## config.mk

```make
export PLATFORM = sky130hd
export DESIGN_NAME = regfile_port_arbiter
export DESIGN_NICKNAME = d
export VERILOG_FILES = /design/src/rtl/regfile_port_arbiter.sv
export SDC_FILE = /design/constraint.sdc
export NUM_CORES = 1
export LEC_CHECK = 0
export BUFFER_PORTS_ARGS = -buffer_cell sky130_fd_sc_hd__buf_2
export CORE_AREA = 2 2 109 111
export CTS_CLUSTER_DIAMETER = 80
export DETAILED_ROUTE_END_ITERATION = 8
export DIE_AREA = 0 0 111 113
export GPL_TIMING_DRIVEN = 0
export HOLD_SLACK_MARGIN = 0.06
export PLACE_DENSITY_LB_ADDON = 0.15
export SYNTH_ARGS = -nofsm -noshare
export SYNTH_HDL_FRONTEND = slang
export SYNTH_SLANG_ARGS = --single-unit
```

## constraint.sdc

```tcl
create_clock -name clk -period 4.7 [get_ports clk]
set_input_delay 1.41 -clock clk [delete_from_list [all_inputs] [get_ports clk]]
set_output_delay 1.41 -clock clk [all_outputs]
set_load 0.02 [all_outputs]
```

## src/rtl/regfile_port_arbiter.sv

```systemverilog
// ---------------------------------------------------------------------------
// regfile_port_arbiter
//
// Shares one 32x32 register file (two clocked read ports, one write port)
// between two requesters: side 0 (CPU writeback/decode) and side 1
// (debug/load unit). One side is granted per cycle. The granted side's
// addresses and write data are steered onto the register file, and the read
// data comes back one cycle later, qualified by a per-side valid strobe.
// A side can hold ownership across several cycles with lockN, which makes
// read-modify-write sequences atomic. Writes to r0 are dropped, and reads of
// r0 return zero.
//
// Ports
//   clk, reset            rising-edge clock; synchronous active-high reset
//   reqN, lockN, weN      request / hold ownership / write enable (N = 0, 1)
//   aaN, abN, waddrN      read address A, read address B, write address
//   wdataN                write data
//   gntN                  combinational grant for this cycle
//   rvalidN               registered: rdata_a/b belong to side N this cycle
//   rdata_a, rdata_b      shared read data bus (zero when no rvalid)
//   rf_wren, rf_aw, rf_dw register file write port
//   rf_aa, rf_ab          register file read addresses
//   rf_da, rf_db          register file read data (one cycle after rf_aa/ab)
// ---------------------------------------------------------------------------
module regfile_port_arbiter #(
    parameter int WIDTH  = 32,
    parameter int AWIDTH = 5
) (
    input  logic              clk,
    input  logic              reset,
    input  logic              req0,
    input  logic              lock0,
    input  logic              we0,
    input  logic [AWIDTH-1:0] aa0,
    input  logic [AWIDTH-1:0] ab0,
    input  logic [AWIDTH-1:0] waddr0,
    input  logic [WIDTH-1:0]  wdata0,
    input  logic              req1,
    input  logic              lock1,
    input  logic              we1,
    input  logic [AWIDTH-1:0] aa1,
    input  logic [AWIDTH-1:0] ab1,
    input  logic [AWIDTH-1:0] waddr1,
    input  logic [WIDTH-1:0]  wdata1,
    output logic              gnt0,
    output logic              gnt1,
    output logic              rvalid0,
    output logic              rvalid1,
    output logic [WIDTH-1:0]  rdata_a,
    output logic [WIDTH-1:0]  rdata_b,
    output logic              rf_wren,
    output logic [AWIDTH-1:0] rf_aw,
    output logic [AWIDTH-1:0] rf_aa,
    output logic [AWIDTH-1:0] rf_ab,
    output logic [WIDTH-1:0]  rf_dw,
    input  logic [WIDTH-1:0]  rf_da,
    input  logic [WIDTH-1:0]  rf_db
);

    typedef enum logic [1:0] {
        IDLE = 2'd0,
        OWN0 = 2'd1,
        OWN1 = 2'd2
    } state_e;

    state_e state_q, state_d;
    logic   rr_ptr_q, rr_ptr_d;   // 0: side 0 wins the next contention

    // Last granted addresses/data, held on the register file while idle.
    logic [AWIDTH-1:0] aa_q, ab_q, aw_q;
    logic [WIDTH-1:0]  dw_q;

    logic rvalid0_q, rvalid1_q;
    // Remembers that the read now returning was of r0, so it can be zeroed
    // regardless of what the register file holds there.
    logic rd_a_zero_q, rd_b_zero_q;

    logic              granted;
    logic              sel_we;
    logic [AWIDTH-1:0] sel_aa, sel_ab, sel_aw;
    logic [WIDTH-1:0]  sel_dw;

    // ------------------------------------------------------------------
    // FSM process 1: state register
    // ------------------------------------------------------------------
    // NOTE: sequential state is always assigned with <=, so every flop
    // samples the pre-edge values of its neighbours and the order of the
    // statements does not matter.
    always_ff @(posedge clk) begin
        if (reset) begin
            state_q  <= IDLE;
            rr_ptr_q <= 1'b0;
        end else begin
            state_q  <= state_d;
            rr_ptr_q <= rr_ptr_d;
        end
    end

    // ------------------------------------------------------------------
    // FSM process 2: next state and round-robin pointer
    // ------------------------------------------------------------------
    // NOTE: every variable written here gets a default on entry, so no path
    // through the case leaves it unassigned and no latch is inferred.
    always_comb begin
        state_d  = state_q;
        rr_ptr_d = rr_ptr_q;
        unique case (state_q)
            IDLE: begin
                // The pointer moves only when there was a real contention.
                if (req0 && req1) begin
                    rr_ptr_d = ~rr_ptr_q;
                end
                if (gnt0 && lock0) begin
                    state_d = OWN0;
                end else if (gnt1 && lock1) begin
                    state_d = OWN1;
                end
            end
            // Ownership ends on the cycle the owner drops its lock, even when
            // it is not requesting that cycle.
            OWN0:    if (!lock0) state_d = IDLE;
            OWN1:    if (!lock1) state_d = IDLE;
            default: state_d = IDLE;
        endcase
    end

    // ------------------------------------------------------------------
    // FSM process 3: grants
    // ------------------------------------------------------------------
    always_comb begin
        gnt0 = 1'b0;
        gnt1 = 1'b0;
        if (!reset) begin
            unique case (state_q)
                IDLE: begin
                    if (req0 && req1) begin
                        gnt0 = ~rr_ptr_q;
                        gnt1 = rr_ptr_q;
                    end else begin
                        gnt0 = req0;
                        gnt1 = req1;
                    end
                end
                OWN0:    gnt0 = req0;
                OWN1:    gnt1 = req1;
                default: ;
            endcase
        end
    end

    // ------------------------------------------------------------------
    // Register file steering
    // ------------------------------------------------------------------
    assign granted = gnt0 | gnt1;
    assign sel_we  = gnt1 ? we1    : we0;
    assign sel_aa  = gnt1 ? aa1    : aa0;
    assign sel_ab  = gnt1 ? ab1    : ab0;
    assign sel_aw  = gnt1 ? waddr1 : waddr0;
    assign sel_dw  = gnt1 ? wdata1 : wdata0;

    always_comb begin
        rf_wren = 1'b0;
        rf_aa   = aa_q;
        rf_ab   = ab_q;
        rf_aw   = aw_q;
        rf_dw   = dw_q;
        if (reset) begin
            rf_aa = '0;
            rf_ab = '0;
            rf_aw = '0;
            rf_dw = '0;
        end else if (granted) begin
            rf_aa   = sel_aa;
            rf_ab   = sel_ab;
            rf_aw   = sel_aw;
            rf_dw   = sel_dw;
            rf_wren = sel_we && (sel_aw != '0);
        end
    end

    always_ff @(posedge clk) begin
        if (reset) begin
            aa_q <= '0;
            ab_q <= '0;
            aw_q <= '0;
            dw_q <= '0;
        end else if (granted) begin
            aa_q <= sel_aa;
            ab_q <= sel_ab;
            aw_q <= sel_aw;
            dw_q <= sel_dw;
        end
    end

    // ------------------------------------------------------------------
    // Read return path. Grants are already forced low during reset, so a
    // valid that would have followed a mid-lock reset never appears.
    // ------------------------------------------------------------------
    always_ff @(posedge clk) begin
        if (reset) begin
            rvalid0_q   <= 1'b0;
            rvalid1_q   <= 1'b0;
            rd_a_zero_q <= 1'b0;
            rd_b_zero_q <= 1'b0;
        end else begin
            rvalid0_q   <= gnt0;
            rvalid1_q   <= gnt1;
            rd_a_zero_q <= (rf_aa == '0);
            rd_b_zero_q <= (rf_ab == '0);
        end
    end

    assign rvalid0 = rvalid0_q;
    assign rvalid1 = rvalid1_q;
    // Pass-through of the register file outputs, zeroed when nothing is valid
    // or when the returning read was of r0.
    assign rdata_a = ((rvalid0_q || rvalid1_q) && !rd_a_zero_q) ? rf_da : '0;
    assign rdata_b = ((rvalid0_q || rvalid1_q) && !rd_b_zero_q) ? rf_db : '0;

endmodule

```

### After elaboration in Yosys (flattened, before gate mapping)

Index checks and enable logic that the tools add are counted.

| cells by class | value |
|---|---|
| bitwise gates (word level) | 2 |
| equal/unequal tests | 5 |
| multiply operators | 0 |
| shifts and indexed selects | 0 |
| muxes and demuxes | 28 |
| divide/modulo/power cells | 0 |
| reduce and logical (&&, ||, !) cells | 15 |
| magnitude comparators | 0 |
| $add $sub $neg | 0 |

Operators with widths:

| cell | number |
|---|---|
| $mux W32 | 5 |
| $mux W5 | 9 |
| $logic_not A5 Y1 | 2 |
| $mux W2 | 4 |
| $mux W1 | 7 |
| $logic_and A1 B1 Y1 | 6 |
| $pmux W2 S3 | 1 |
| $reduce_bool A5 Y1 | 1 |
| $ne A2 B2 Y1 const B | 2 |
| $pmux W1 S2 | 2 |
| $ne A3 B3 Y1 const B | 1 |
| $reduce_and A3 Y1 | 1 |
| $eq A2 B1 Y1 const B | 1 |
| $eq A2 B2 Y1 const B | 1 |
| $logic_not A1 Y1 | 2 |
| $logic_not A2 Y1 | 1 |
| $reduce_and A2 Y1 | 1 |
| $logic_or A1 B1 Y1 | 1 |
| $not A1 Y1 | 1 |
| $or A1 B1 Y1 | 1 |

| storage, ports and cells | value |
|---|---|
| word-level logic and storage cells | 60 |
| memories kept | 0 |
| RAM bits | 0 |
| output and inout port bits | 116 |
| latch bits | 0 |
| bits in read-only memories | 0 |
| register bits after elaboration | 54 |

### Longest topological paths before layout

| depth | value |
|---|---|
| depth after elaboration | 9 |
| depth in mapped cells | 8 |
| mapped depth without buffers | 6 |

### Worst setup path before layout

OpenSTA, ideal clock, no wires.

| timing path | value |
|---|---|
| kind | in2out |
| from | input req1 |
| to | output rf_aw[1] |
| stages on the path | 8 |
| path slack | 0.251 ns |
| path buffers | 2 |
| arrival | 3.039 ns |
| path through | nor2b_1 buf_4 nand2_1 nand3_2 inv_2 buf_2 nand2_1 a311oi_1 |

| on the way | value |
|---|---|
| word-level cells in the longest chain between the ends | 7 |
| elaborated cells between the ends (all ways) | 11 |
| classes of those cells | mux (9); bitwise (1); reduce/logical (1) |

Ends and longest elaborated chain:

| element | RTL line | RTL |
|---|---|---|
| from (decl) | 38 | `input logic req1,` |
| $logic_and A1 B1 Y1 | 136 | `if (req0 && req1) begin` |
| $mux W1 | 136 |  |
| $pmux W1 S2 | 134 | `unique case (state_q)` |
| $mux W1 | 133 | `if (!reset) begin` |
| net gnt0 | 45 | `output logic gnt0,` |
| $or A1 B1 Y1 | 154 | `assign granted = gnt0 \| gnt1;` |
| $mux W5 | 172 | `end else if (granted) begin` |
| $mux W5 | 167 | `if (reset) begin` |
| to (decl) | 52 | `output logic [AWIDTH-1:0] rf_aw,` |

The timed path passes the listed nets, and every way through them passes these cells.

### Worst setup path in the final report

| timing path | value |
|---|---|
| from | input req0 |
| to | output rf_aw[2] |

| on the way | value |
|---|---|
| word-level cells in the longest chain between the ends | 7 |
| elaborated cells between the ends (all ways) | 11 |
| classes of those cells | mux (9); bitwise (1); reduce/logical (1) |

Ends and longest elaborated chain:

| element | RTL line | RTL |
|---|---|---|
| from (decl) | 31 | `input logic req0,` |
| $logic_and A1 B1 Y1 | 136 |  |
| $mux W1 | 136 |  |
| $pmux W1 S2 | 134 |  |
| $mux W1 | 133 |  |
| $mux W5 / $or A1 B1 Y1 (equally long branches) | 158, 154 |  |
| $mux W5 * | 172 |  |
| $mux W5 * | 167 |  |

Mark *: on every way between the ends. The rest lies on a longest branch, timed or not.

==> flow_metrics.tcl <==
set metrics [dict create \
    ios 282 \
    drt_pass1_iterations 4 \
    antenna_left 0 \
    grt_pass1_wl_um 18900 \
    ys_ff_latch 54 \
    drt-initial-drc-count 190 \
    grt_util_all_layers_pct 18.8 \
    grt_pass1_vias 3618 \
    power.total_mw 1.33 \
    required_ps 3290 \
    die_w_um 111 \
    path_max_fanout 10 \
    period_needed_ps 4590 \
    initial_core_util_pct 25.4 \
    antenna_found_initial 3 \
    syn-num-nets 538 \
    hold_viol 0 \
    p_per_area_nw_per_um2 286 \
    synth_fa_ha_area_share_pct 0 \
    maxSlewViolCount 0 \
    final_layout_size_suffix_gt1_share_pct 48.9 \
    synth-main-ff-cell "dfxtp_1" \
    multi_input_area_um2 1660 \
    gp_congestion 0.890 \
    grt_max_degree 17 \
    post-route-drc-count 0 \
    cap_viol_max_count 0 \
    grt_setup_unrepaired "no" \
    synth.mux.area_fraction_pct 1.05 \
    htreeDepth 2 \
    nets 826 \
    io_buffers 281 \
    path_cells "buf_2 -> or3b_1 -> buf_4 -> nand3_4 -> buf_6 -> buf_4 -> nor2_1 -> a311oi_1 -> buf_2" \
    overflow 0 \
    worst_pin_slew_ps 587 \
    slew_headroom_pct 60.6 \
    cp-end-kind "primary output" \
    dpl.cell_count 796 \
    area_delta_synth_final_pct 62.9 \
    dp_hpwl_um 10400 \
    crit_path_start_kind "primary input" \
    synthArstFlopShare_pct 0 \
    wire_per_inst_um 15.6 \
    num_vias 3707 \
    avgSynthCellArea_um2 7.70 \
    cpMaxStageDelayCell "or3b_1" \
    clock_path_buffers 2 \
    ys_warn_count 0 \
    critical_path.top_delay_family "buffers and inverters" \
    synth_edf_count 0 \
    cts.clk_slew.worst_paths_ps 70 \
    synth_top_family_by_area "simple AND/OR/NAND/NOR gates" \
    yosysUniqueCellTypes 33 \
    yosysMostFrequentCell "nand2_1" \
    hold_slack_ps 490 \
    holdBufCountCts 0 \
    routed_via_density 4.60 \
    crit_type "in -> out" \
    cts_sinks 54 \
    ys_seq_area_share_pct 37.7 \
    die-area_um2 12500 \
    synthCells 372 \
    fp.dieH_um 113 \
    period_share_pct 97.7 \
    design.core.area_um2 11300 \
    p_leak_nw 2.44 \
    synthSimpleGateAreaFrac_pct 37.8 \
    cts_root_buffer "clkbuf_16" \
    synth_area_um2 2860 \
    status "finished clean" \
    max_freq_mhz 218 \
    setup_viol 0 \
    worstPathArrival_ps 3180 \
    synth_compound_area_share_pct 17.6 \
    cts_made_buffers 5 \
    rows 39 \
    synth_top_area_cell "dfxtp_1" \
    ir_worst_vdd_mv 0.156 \
    placed_area_um2 4450 \
    hp-class "reg -> reg" \
    filler_cell_count 1180 \
    yosys.area.top_type_share_pct 37.7 \
    final_area_um2 4670 \
    synth_xor_area_share_pct 0 \
    synth_common_cells "nand2_1, and2_1, dfxtp_1" \
    cts_tree "done" \
    critical_path_buf_inv_count 5 \
    finalClockSkew_ps 7.02 \
    wl_um 12600 \
    max_stage_delay_ps 340 \
    fin_cells 806 \
    regArea_um2 1080 \
    clk_latency_ps 290 \
    synth.area.top_cells "dfxtp_1, and2_1, a311oi_1, nand2_1, nor2_1" \
]
[state kept, by name (all words and copies together) (netlist names)]
register and cells:
rd_b_zero_q 1, rd_a_zero_q 1, aw_q 5, aa_q 5, rr_ptr_q 1, ab_q 5, dw_q 32, rvalid0 1
state_q 2, rvalid1 1
[worst paths after layout]
path | from | endpoint | slack, ps | cells past startpoint
max | req0 | rf_aw[2] | 110 | 9
min | dw_q[25] | dw_q[25] | 490 | 2
max reg2reg | rr_ptr_q | rd_b_zero_q | 2630 | 6
min reg2reg | dw_q[25] | dw_q[25] | 490 | 2
[per-layer routing]
metal | up-vias | GRT usage [%] | part of all wire [%]
met5 | - | 0 | 0.10
met4 | 2 | 4.42 | 1.4
met3 | 12 | 5.03 | 7.9
met2 | 174 | 32.6 | 49
met1 | 1661 | 23.3 | 42
li1 | 1858 | - | -
[cells in the final DEF, fill, tap and decap left out, types with 4 or more instances in the layout]
cell | Yosys | layout
nor2_1 | 50 | 50
clkbuf_1 | 14 | 11
o21ai_0 | 5 | 5
buf_4 | 6 | 7
a31oi_1 | 4 | 4
and2_1 | 64 | 64
o31ai_1 | 4 | 4
a311oi_1 | 41 | 36
nand2_1 | 83 | 83
a311oi_2 | 0 | 5
nand4_1 | 4 | 4
buf_2 | 7 | 287
clkbuf_16 | 0 | 5
dfxtp_1 | 54 | 54
[through the flow]
step / setup TNS, ps / worst slack, ps / util [%]
6_report: 0 / 110 / 41.4
5_1_grt: 0 / 1.63 / 41.4
4_1_cts: 0 / 28.1 / 41.0
3_5_place_dp: -634 / -100 / 39.5
3_3_place_gp: -265 / -104 / 39.5
2_1_floorplan: 0 / 251 / -
[what timing repair did]
item	in CTS	in global routing
endpoints found under the hold margin	0	0
setup endpoints to repair	19	28
resized for setup	4	10
buffers inserted	0	0
[final cells by class]
cell class	count	area share (%)
multi-input cells	284	35.5
inverters	5	0.456
flip-flops and latches	54	23.2
plain buffers	29	3.30
well taps	143	3.83
clock buffers	7	3.27
diodes	2	0.107
repair buffers	281	30.1
clock inverters	1	0.188
[report_power, final]
part           switching (mW)  total (mW)  leakage, nW  internal, mW
logic                   0.262       0.431         1.91         0.169
registers             0.00997       0.504        0.446         0.494
clock network           0.170       0.398       0.0801         0.228
total                   0.442        1.33         2.44         0.892
[tightest hold or removal path: cells and delay by family, from the launching register on]
family | cells | cell delay, ps
simple gates | 1 | 50
flops | 1 | 310
compound gates | 1 | 90
[cells by family after synthesis]
family / Yosys count
and+or+nand+nor: 219
AOI/OAI and AO/OA: 63
DFF: 54
buffers and inverters: 34
muxes: 2
Power figures use the tool's default switching activity.
